<file path="src/rtl/multi_ported_sram_pkg.sv">
// Shared types and helpers for the LVT multi-ported SRAM write scheduler.
package multi_ported_sram_pkg;

  typedef enum logic [0:0] {
    ST_INIT = 1'b0,
    ST_IDLE = 1'b1
  } state_t;

  // Number of cycles one initialisation sweep occupies the write ports.
  function automatic int unsigned sweep_cycles(input int unsigned n, input int unsigned nw);
    return (n + nw - 1) / nw;
  endfunction

endpackage

</file>
<file path="src/rtl/multi_ported_sram_wr_sched_if.sv">
// Requester handshake plus SRAM write-port bus of the write scheduler.
interface multi_ported_sram_wr_sched_if #(
  parameter int unsigned NUM_REQ = 4,
  parameter int unsigned NUM_W   = 2,
  parameter int unsigned W       = 32,
  parameter int unsigned ADDR_W  = 3
);
  logic [NUM_REQ-1:0]        req_valid;
  logic [NUM_REQ*ADDR_W-1:0] req_addr;
  logic [NUM_REQ*W-1:0]      req_data;
  logic [NUM_REQ-1:0]        req_ready;
  logic                      init;
  logic                      busy_w;
  logic [NUM_W-1:0]          wen;
  logic [NUM_W*ADDR_W-1:0]   waddr;
  logic [NUM_W*W-1:0]        wdata;

  modport master (
    output req_valid, req_addr, req_data, init,
    input  req_ready, busy_w, wen, waddr, wdata
  );

  modport slave (
    input  req_valid, req_addr, req_data, init,
    output req_ready, busy_w, wen, waddr, wdata
  );
endinterface

</file>
<file path="src/rtl/multi_ported_sram_wr_pick.sv">
// Combinational round-robin picker: scans from ptr, grants up to NUM_W
// requesters with pairwise distinct addresses, maps the j-th grant to port j.
module multi_ported_sram_wr_pick #(
  parameter int unsigned NUM_REQ = 4,
  parameter int unsigned NUM_W   = 2,
  parameter int unsigned ADDR_W  = 3,
  parameter int unsigned PTR_W   = 2
) (
  input  logic [NUM_REQ-1:0]        valid,
  input  logic [NUM_REQ*ADDR_W-1:0] addr,
  input  logic [PTR_W-1:0]          ptr,
  output logic [NUM_REQ-1:0]        grant,
  output logic [NUM_W*PTR_W-1:0]    port_idx,
  output logic [NUM_W-1:0]          port_vld,
  output logic [PTR_W-1:0]          ptr_nxt
);

  logic [NUM_W*ADDR_W-1:0] gaddr;

  always_comb begin
    int unsigned     idx;
    int unsigned     n_gnt;
    logic            hit;
    logic [ADDR_W-1:0] cur;
    grant    = '0;
    port_idx = '0;
    port_vld = '0;
    gaddr    = '0;
    ptr_nxt  = ptr;
    n_gnt    = 0;
    for (int unsigned s = 0; s < NUM_REQ; s++) begin
      idx = 32'(ptr) + s;
      if (idx >= NUM_REQ) idx = idx - NUM_REQ;
      cur = addr[idx*ADDR_W +: ADDR_W];
      hit = 1'b0;
      for (int unsigned k = 0; k < NUM_W; k++) begin
        if (k < n_gnt && gaddr[k*ADDR_W +: ADDR_W] == cur) hit = 1'b1;
      end
      // A conflicting requester is skipped without consuming a port.
      if (valid[idx] && n_gnt < NUM_W && !hit) begin
        grant[idx]                       = 1'b1;
        port_idx[n_gnt*PTR_W +: PTR_W]   = PTR_W'(idx);
        gaddr[n_gnt*ADDR_W +: ADDR_W]    = cur;
        port_vld[n_gnt]                  = 1'b1;
        n_gnt                            = n_gnt + 1;
        ptr_nxt = (idx + 1 == NUM_REQ) ? '0 : PTR_W'(idx + 1);
      end
    end
  end

endmodule

</file>
<file path="src/rtl/multi_ported_sram_wr_sched.sv">
// Write scheduler/initialiser for the LVT multi-ported SRAM: INIT sweeps
// INIT_VAL into every entry, IDLE arbitrates requesters onto write ports.
module multi_ported_sram_wr_sched
  import multi_ported_sram_pkg::*;
#(
  parameter int unsigned NUM_REQ  = 4,
  parameter int unsigned NUM_W    = 2,
  parameter int unsigned W        = 32,
  parameter int unsigned N        = 8,
  parameter logic [W-1:0] INIT_VAL = '0
) (
  input  logic                        clk,
  input  logic                        rst,
  multi_ported_sram_wr_sched_if.slave bus
);

  localparam int unsigned ADDR_W = (N > 1) ? $clog2(N) : 1;
  localparam int unsigned PTR_W  = (NUM_REQ > 1) ? $clog2(NUM_REQ) : 1;

  state_t                  state_q, state_d;
  logic [ADDR_W:0]         cnt_q, cnt_d;
  logic [PTR_W-1:0]        ptr_q, ptr_d;
  logic                    busy_q, busy_d;
  logic [NUM_W-1:0]        wen_q, wen_d;
  logic [NUM_W*ADDR_W-1:0] waddr_q, waddr_d;
  logic [NUM_W*W-1:0]      wdata_q, wdata_d;

  logic [NUM_REQ-1:0]      grant;
  logic [NUM_W*PTR_W-1:0]  port_idx;
  logic [NUM_W-1:0]        port_vld;
  logic [PTR_W-1:0]        ptr_nxt;

  multi_ported_sram_wr_pick #(
    .NUM_REQ (NUM_REQ),
    .NUM_W   (NUM_W),
    .ADDR_W  (ADDR_W),
    .PTR_W   (PTR_W)
  ) u_pick (
    .valid    (bus.req_valid),
    .addr     (bus.req_addr),
    .ptr      (ptr_q),
    .grant    (grant),
    .port_idx (port_idx),
    .port_vld (port_vld),
    .ptr_nxt  (ptr_nxt)
  );

  always_comb begin
    int unsigned       a;
    logic [PTR_W-1:0]  sel;
    state_d = state_q;
    cnt_d   = cnt_q;
    ptr_d   = ptr_q;
    wen_d   = '0;
    waddr_d = '0;
    wdata_d = '0;
    a       = 0;
    sel     = '0;
    if (state_q == ST_INIT) begin
      for (int unsigned k = 0; k < NUM_W; k++) begin
        a = 32'(cnt_q) + k;
        wen_d[k]                     = (a < N);
        waddr_d[k*ADDR_W +: ADDR_W]  = a[ADDR_W-1:0];
        wdata_d[k*W +: W]            = INIT_VAL;
      end
      a     = 32'(cnt_q) + NUM_W;
      cnt_d = (ADDR_W+1)'(a);
      if (a >= N) state_d = ST_IDLE;
    end else begin
      for (int unsigned k = 0; k < NUM_W; k++) begin
        if (port_vld[k]) begin
          sel                          = port_idx[k*PTR_W +: PTR_W];
          wen_d[k]                     = 1'b1;
          waddr_d[k*ADDR_W +: ADDR_W]  = bus.req_addr[sel*ADDR_W +: ADDR_W];
          wdata_d[k*W +: W]            = bus.req_data[sel*W +: W];
        end
      end
      ptr_d = ptr_nxt;
      // This cycle's grants still land; the sweep starts on the next cycle.
      if (bus.init) begin
        state_d = ST_INIT;
        cnt_d   = '0;
      end
    end
    busy_d = (state_d == ST_INIT);
  end

  always_ff @(posedge clk) begin
    if (rst) begin
      state_q <= ST_INIT;
      cnt_q   <= '0;
      ptr_q   <= '0;
      busy_q  <= 1'b1;
      wen_q   <= '0;
      waddr_q <= '0;
      wdata_q <= '0;
    end else begin
      state_q <= state_d;
      cnt_q   <= cnt_d;
      ptr_q   <= ptr_d;
      busy_q  <= busy_d;
      wen_q   <= wen_d;
      waddr_q <= waddr_d;
      wdata_q <= wdata_d;
    end
  end

  assign bus.req_ready = (state_q == ST_IDLE) ? grant : '0;
  assign bus.busy_w    = busy_q;
  assign bus.wen       = wen_q;
  assign bus.waddr     = waddr_q;
  assign bus.wdata     = wdata_q;

endmodule

</file>
<file path="src/flat_wrapper.sv">
// flat-port wrapper written by rule: the top's interface ports become plain ports
module multi_ported_sram_wr_sched_flat import multi_ported_sram_pkg::*;
#(
  parameter int unsigned NUM_REQ  = 4,
  parameter int unsigned NUM_W    = 2,
  parameter int unsigned W        = 32,
  parameter int unsigned N        = 8,
  parameter logic [W-1:0] INIT_VAL = '0
)
  (clk, rst, bus_req_valid, bus_req_addr, bus_req_data, bus_init, bus_req_ready, bus_busy_w, bus_wen, bus_waddr, bus_wdata);
  multi_ported_sram_wr_sched_if #(.NUM_REQ(NUM_REQ), .NUM_W(NUM_W), .W(W), .ADDR_W(3)) bus_i ();
  input  logic clk;
  input  logic rst;
  input wire logic [$bits(bus_i.req_valid)-1:0] bus_req_valid;
  input wire logic [$bits(bus_i.req_addr)-1:0] bus_req_addr;
  input wire logic [$bits(bus_i.req_data)-1:0] bus_req_data;
  input wire logic [$bits(bus_i.init)-1:0] bus_init;
  output wire logic [$bits(bus_i.req_ready)-1:0] bus_req_ready;
  output wire logic [$bits(bus_i.busy_w)-1:0] bus_busy_w;
  output wire logic [$bits(bus_i.wen)-1:0] bus_wen;
  output wire logic [$bits(bus_i.waddr)-1:0] bus_waddr;
  output wire logic [$bits(bus_i.wdata)-1:0] bus_wdata;
  assign bus_i.req_valid = bus_req_valid;
  assign bus_i.req_addr = bus_req_addr;
  assign bus_i.req_data = bus_req_data;
  assign bus_i.init = bus_init;
  assign bus_req_ready = bus_i.req_ready;
  assign bus_busy_w = bus_i.busy_w;
  assign bus_wen = bus_i.wen;
  assign bus_waddr = bus_i.waddr;
  assign bus_wdata = bus_i.wdata;
  multi_ported_sram_wr_sched #(.NUM_REQ(NUM_REQ), .NUM_W(NUM_W), .W(W), .N(N), .INIT_VAL(INIT_VAL)) u_core (.clk(clk), .rst(rst), .bus(bus_i));
endmodule
</file>
<file path="config.mk">
export PLATFORM = sky130hd
export DESIGN_NAME = multi_ported_sram_wr_sched_flat
export DESIGN_NICKNAME = d
export VERILOG_FILES = /design/src/rtl/multi_ported_sram_pkg.sv /design/src/rtl/multi_ported_sram_wr_sched_if.sv /design/src/rtl/multi_ported_sram_wr_pick.sv /design/src/rtl/multi_ported_sram_wr_sched.sv /design/src/flat_wrapper.sv
export SDC_FILE = /design/constraint.sdc
export NUM_CORES = 1
export LEC_CHECK = 0
export CAP_MARGIN = 20
export CORE_AREA = 8 8 117 146
export CTS_CLUSTER_DIAMETER = 120
export DETAILED_ROUTE_END_ITERATION = 6
export DIE_AREA = 0 0 125 154
export GPL_TIMING_DRIVEN = 0
export PLACE_DENSITY = 0.83
export SLEW_MARGIN = 20
export SYNTH_ARGS = -nofsm -noshare
export SYNTH_HDL_FRONTEND = slang
export SYNTH_HIERARCHICAL = 1
export SYNTH_SLANG_ARGS = --single-unit
</file>
<file path="constraint.sdc">
create_clock -name clk -period 9.12 [get_ports clk]
set_input_delay 1.824 -clock clk [delete_from_list [all_inputs] [get_ports clk]]
set_output_delay 1.824 -clock clk [all_outputs]
set_load 0.02 [all_outputs]
</file>
# ---- After elaboration in Yosys (flattened, before gate mapping)
# Index checks and enable logic that the tools add are counted.
dict set report classes {
  add_sub_neg 20
  n_mul 8
  n_lt_le_gt_ge 30
  eq_ne 10
  shifts 18
  mux 75
  n_bitwise 10
  reduce_logical 27
}
# cell n
set op_table {}
lappend op_table {{variable part select 128 x 8 -> 32 bit} 2}
lappend op_table {{greater-or-equal comparator 32 x 1 -> 1 bit (second input constant)} 7}
lappend op_table {{adder 32 x 1 -> 32 bit (second input constant)} 6}
lappend op_table {{less-than comparator 1 x 32 -> 1 bit (first input constant)} 6}
lappend op_table {{less-than comparator 32 x 2 -> 1 bit (second input constant)} 6}
lappend op_table {{multiplier 32 x 2 -> 32 bit (second input constant)} 6}
lappend op_table {{two-way mux 32 bit} 6}
lappend op_table {{negator 32 -> 34 bit} 5}
lappend op_table {{variable part select 12 x 33 -> 3 bit} 4}
lappend op_table {{equality test 32 x 3 -> 1 bit (second input constant)} 4}
lappend op_table {{less-than comparator 32 x 3 -> 1 bit (second input constant)} 4}
lappend op_table {{variable shift 2 x 34 -> 4 bit (first input constant)} 3}
lappend op_table {{variable part select 2 x 34 -> 4 bit} 3}
lappend op_table {{variable shift 3 x 34 -> 6 bit (first input constant)} 2}
lappend op_table {{variable part select 3 x 34 -> 6 bit} 2}
lappend op_table {{two-way mux 4 bit} 10}
lappend op_table {{greater-or-equal comparator 32 x 4 -> 1 bit (second input constant)} 1}
lappend op_table {{less-than comparator 32 x 4 -> 1 bit (second input constant)} 1}
lappend op_table {{two-way mux 2 bit} 13}
lappend op_table {{two-way mux 1 bit} 24}
lappend op_table {{variable part select 12 x 5 -> 3 bit} 2}
lappend op_table {{logical AND 1 bit} 19}
lappend op_table {{two-way mux 6 bit} 3}
lappend op_table {{equality test 3 bit} 5}
lappend op_table {{26 further kinds} 54}
dict set report totals {
  ff_bits 80
  in_bits 147
  out_inout_bits 77
  word_cells 206
}

# ---- Logic depth before layout (Yosys ltp)
dict set report depth {
  ltp_word 30
  mapped_depth 35
  ltp_nobuf 25
}

# ---- Hierarchy
# Netlist, hierarchy kept.
# module n_inst cells_each area_per_inst_um2 seq_area_each_um2
set by_module_without_submodules {}
lappend by_module_without_submodules {multi_ported_sram_wr_sched 1 281 4076.4 1581.5}
lappend by_module_without_submodules {multi_ported_sram_wr_pick 1 301 2448.6 0.0}

# ---- Worst setup path after synthesis
# OpenSTA, ideal clock, no wires.
dict set report synth_timing {
  path_kind {input port to output port}
  startpoint {in bus_req_addr[6]}
  endpoint {out bus_req_ready[3]}
  t_arrival_ps 6560
  setup_slack_ps 736
  path_stages 25
  n_path_buf 4
  path_cell_list {clkbuf_1 mux4_2 nand2_1 a21oi_1 or2_0 xnor2_1 o31a_1 clkbuf_1 ha_1 nor2b_1 a22oi_1 a221o_1 o41ai_4 clkbuf_1 a21oi_1 ha_1 ha_1 a21oi_1 and3_1 a31o_1 a211oi_2 buf_4 nand2_1 nand2_1 and2_1}
}
dict set report synth_between {
  elab_chain_len 24
}
# item line_no
set synth_rtl {}
lappend synth_rtl {{from (decl)} flat_wrapper.sv:15} ;# input wire logic [$bits(bus_i.req_addr)-1:0] bus_req_addr;
lappend synth_rtl {{parallel branches: the longest is 22 deep, another holds negator 32 -> 34 bit} n/a}
lappend synth_rtl {{two-way mux 4 bit (*)} multi_ported_sram_wr_pick.sv:40} ;# if (valid[idx] && n_gnt < NUM_W && !hit) begin
lappend synth_rtl {{named net u_core.grant[3]} multi_ported_sram_wr_sched.sv:28} ;# logic [NUM_REQ-1:0] grant;
lappend synth_rtl {{two-way mux 4 bit (*)} multi_ported_sram_wr_sched.sv:108} ;# assign bus.req_ready = (state_q == ST_IDLE) ? grant : '0;
lappend synth_rtl {{to (decl)} flat_wrapper.sv:18} ;# output wire logic [$bits(bus_i.req_ready)-1:0] bus_req_ready;
# Mark *: on every way through the listed nets, which the timed path passes.

# ---- Worst setup path after layout
dict set report layout_timing {
  startpoint {in bus_req_valid[3]}
  endpoint {out bus_req_ready[2]}
}
dict set report layout_between {
  elab_chain_len 25
}
# item line_no
set layout_rtl {}
lappend layout_rtl {{from (decl)} flat_wrapper.sv:14} ;# input wire logic [$bits(bus_i.req_valid)-1:0] bus_req_valid;
lappend layout_rtl {{parallel branches: the longest is 23 deep, another holds negator 32 -> 34 bit} n/a}
lappend layout_rtl {{two-way mux 4 bit (*)} multi_ported_sram_wr_pick.sv:40}
lappend layout_rtl {{named net u_core.grant[2]} multi_ported_sram_wr_sched.sv:28}
lappend layout_rtl {{two-way mux 4 bit (*)} multi_ported_sram_wr_sched.sv:108}
# Mark *: on every way through the listed nets, which the timed path passes. The select of a mux whose other input is x is not followed.

==> qor.yml <==
run_status: "finished, final reports clean"
ant_nets: 0
busiest_layer: "met2"
crit_type: "input port to output port"
die_x_um: 125
clk_pin_slew_ns: 0.06
reg2reg_depth: 35
cts_inserted_buffers: 9
hold_viol: 0
critical-path-top-delay-family: "compound AO/OA/AOI/OAI gates"
htreeDepth: 3
syn-cell-area_sq_um: 6530
yosysWarningCount: 6
synthesis.nets: 746
r2r-start: "u_core/ptr_q[0]$_SDFFE_PP0P_"
clk_latency_ns: 0.34
worstPathMaxFanout: 11
seq_area_frac_synth_pct: 24.2
firstDrtPassIters: 6
synth_seq_cells: 79
worst_slew_pin_slew_ns: 0.595
root_buffer: "clkbuf_16"
cp.depth: 26
grt_overflow: 0
syn_inst: 582
post_drt_wl_per_cell_um: 23.8
place_hpwl_um: 18900
die_y_um: 154
vias: 6099
met2_usage_pct: 44.3
cp.arrival_ns: 7.06
whs_ns: 0.541
required_ns: 7.30
tritoncts: "done"
drv_slew: 0
layout.cells.non_filler: 1008
finalCoreUtilization_pct: 64.0
path_buf_inv: 6
nFillCells: 1152
fp.coreArea_sq_um: 14800
antenna_cells: 0
start_util_pct: 44.2
yosys.cell_types.count: 84
synth.avg_cell_area_sq_um: 11.2
peakVddDrop_mv: 0.150
syn_to_final_growth_pct: 44.9
grt_pass1_wl_um: 36500
grt_max_degree: 16
post_dp_cell_area_sq_um: 8980
cp_slowest_stage_delay_ns: 0.61
postCtsHoldBufs: 0
met3_usage_pct: 6.37
fin_skew_ns: 0.0127
reg2reg_to: "u_core/bus.wdata[42]$_SDFF_PP0_"
grt_pass1_vias: 6105
power_leakage_uw: 0.00345
drt_iter0_markers: 515
met1_usage_pct: 26.2
startpoint: "bus_req_valid[3]"
setup_violations: 0
finalWirelength_um: 24000
hold_class: "flop to flop"
cts_sinks: 79
slew_headroom_pct: 60.3
gp_congestion: 1.02
numPortBuffers: 223
die_area_sq_um: 19300
rrSetupSlack_ns: 1.32
vias_per_cell: 6.05
post-route-period-util_pct: 97.4
crit_end: "bus_req_ready[2]"
drive_gt1_share_pct: 21.8
period_minus_slack_ns: 8.88
start_kind: "input port"
cpMaxStageDelayCell: "mux4_2"
dp.cells: 987
nNetsFinal: 985
ys.flop_type: "dfxtp_1"
post-route-drc-count: 0
rows: 50
drv_cap: 0
async_flop_share_pct: 0
antenna_found_initial: 0
cp-end-kind: "output port"
max_clock_freq_mhz: 113
stdcell_area_sq_um: 9450
cts.path.max_buffers: 2
grt_usage_pct: 24.2
synth_edf_count: 0
io_pins: 224
power_density_nw_per_um2: 212
-- cell families (layout without fill, tap and decap cells) --
family	after synthesis	after routing	synth area share [%]
AOI/OAI and AO/OA	93	93	11.3
xor gates and xnor gates	8	8	1.19
adders and majority gates	17	17	3.26
buffers and inverters	63	307	6.60
DFF	79	79	24.2
muxes	122	122	36.2
other	2	2	0.115
and+or+nand+nor	198	198	17.1
-- routing by layer --
metal,up-vias,share of wire (%)
met5,-,0
met4,0,3.5
met3,54,8.0
met2,331,53
met1,2988,36
li1,2726,-
-- sequential cells by signal, indices dropped and copies added, names as in the netlist --
signal and cells:
u_core/bus.busy_w 1, u_core/ptr_q 2, u_core/bus.wdata 64, u_core/bus.wen 2
u_core/bus.waddr 6, u_core/cnt_q 3, u_core/state_q 1
-- what timing repair did --
action,CTS,global route
pin swaps,2,8
resized for setup,34,24
gates cloned,0,1
buffers inserted,1,6
endpoints found under the setup margin,62,4
-- synthesized netlist by cell type (5+ instances only) --
cell type	n	area (sq um)
a211oi_1	8	60.1
a21oi_1	16	80.1
and2_1	72	450
buf_12	6	120
buf_2	12	60.1
buf_4	5	37.5
buf_6	8	90.1
clkbuf_1	21	78.8
dfxtp_1	79	1580
ha_1	17	213
inv_1	5	18.8
mux2_2	7	78.8
mux2i_1	24	240
mux4_1	10	263
mux4_2	77	1730
nand2_1	33	124
nand2b_1	12	75.1
nand3_1	7	35.0
nand3b_1	5	37.5
nor2_1	31	116
nor2b_1	7	43.8
nor3_1	5	25.0
o211ai_1	6	45.0
o21ai_0	7	35.0
xnor2_1	6	52.6
-- area by class of cell --
type,count,area [sq um],share of cell area [%]
Multi-Input combinational cell,440,4590,48.6
Timing Repair Buffer,231,2300,24.3
Sequential cell,79,1580,16.7
Buffer,53,422,4.46
Tap cell,182,228,2.41
Clock buffer,9,225,2.38
Clock inverter,7,80.1,0.847
Inverter,7,26.3,0.278
-- report_power, final --
group	switching, uW	internal, uW	total [uW]
logic	578	673	1250
clock network	158	216	373
registers	11.0	367	378
total	747	1250	2000
-- worst register-to-register path, delay by kind of cell (launching register included) --
kind,cells,cell delay (ns)
buffers and inverters,12,2.23
AO/OA/AOI/OAI,10,1.78
multiplexers,3,1.16
AND/OR/NAND/NOR,5,1.07
adder cells (fa/ha/maj),4,0.86
flip-flops,1,0.42
XOR/XNOR,1,0.15
-- worst min-delay path by stage --
stage | from | endpoint | slack [ns] | cells after the start
floorplan | u_core/cnt_q[3]$_SDFFE_PP0P_ | u_core/cnt_q[3]$_SDFFE_PP0P_ | 0.48 | 2
global placement | u_core/cnt_q[3]$_SDFFE_PP0P_ | u_core/cnt_q[3]$_SDFFE_PP0P_ | 0.51 | 2
detailed placement | u_core/cnt_q[3]$_SDFFE_PP0P_ | u_core/cnt_q[3]$_SDFFE_PP0P_ | 0.52 | 2
CTS | u_core/cnt_q[3]$_SDFFE_PP0P_ | u_core/cnt_q[3]$_SDFFE_PP0P_ | 0.53 | 2
global route | u_core/cnt_q[3]$_SDFFE_PP0P_ | u_core/cnt_q[3]$_SDFFE_PP0P_ | 0.58 | 2
finish | u_core/cnt_q[3]$_SDFFE_PP0P_ | u_core/cnt_q[3]$_SDFFE_PP0P_ | 0.54 | 2
-- metrics by stage --
stage	setup TNS, ns	power, uW	setup WS [ns]
after CTS	0	1960	0.0171
after floorplan	0	1280	0.736
final	0	2000	0.239
after global placement	-34.39	1550	-1.51
after detailed placement	-32.47	1580	-1.45
after global routing	-0.0944	2100	-0.0362
-- cell usage in the layout (no fill, tap or decap), types with 4 or more instances in the layout --
cell type	instances
mux4_2	77
ha_1	15
clkdlybuf4s50_1	208
dlygate4sd2_1	7
nand2_1	33
buf_2	11
or2_1	4
o211ai_1	6
a21oi_1	15
buf_12	6
clkbuf_1	13
nor3_1	5
nor2_1	31
a22o_1	4
mux4_1	10
mux2i_1	23
dfxtp_1	78
a211oi_1	8
clkdlybuf4s15_2	5
nand2b_1	12
clkbuf_16	9
mux2_2	7
nand3b_1	5
nor2b_1	7
and2_1	71
xnor2_1	4
buf_4	14
inv_1	5
nand3_1	7
a222oi_1	4
o21ai_0	7
buf_6	9
(Power assumes the default switching activity.)
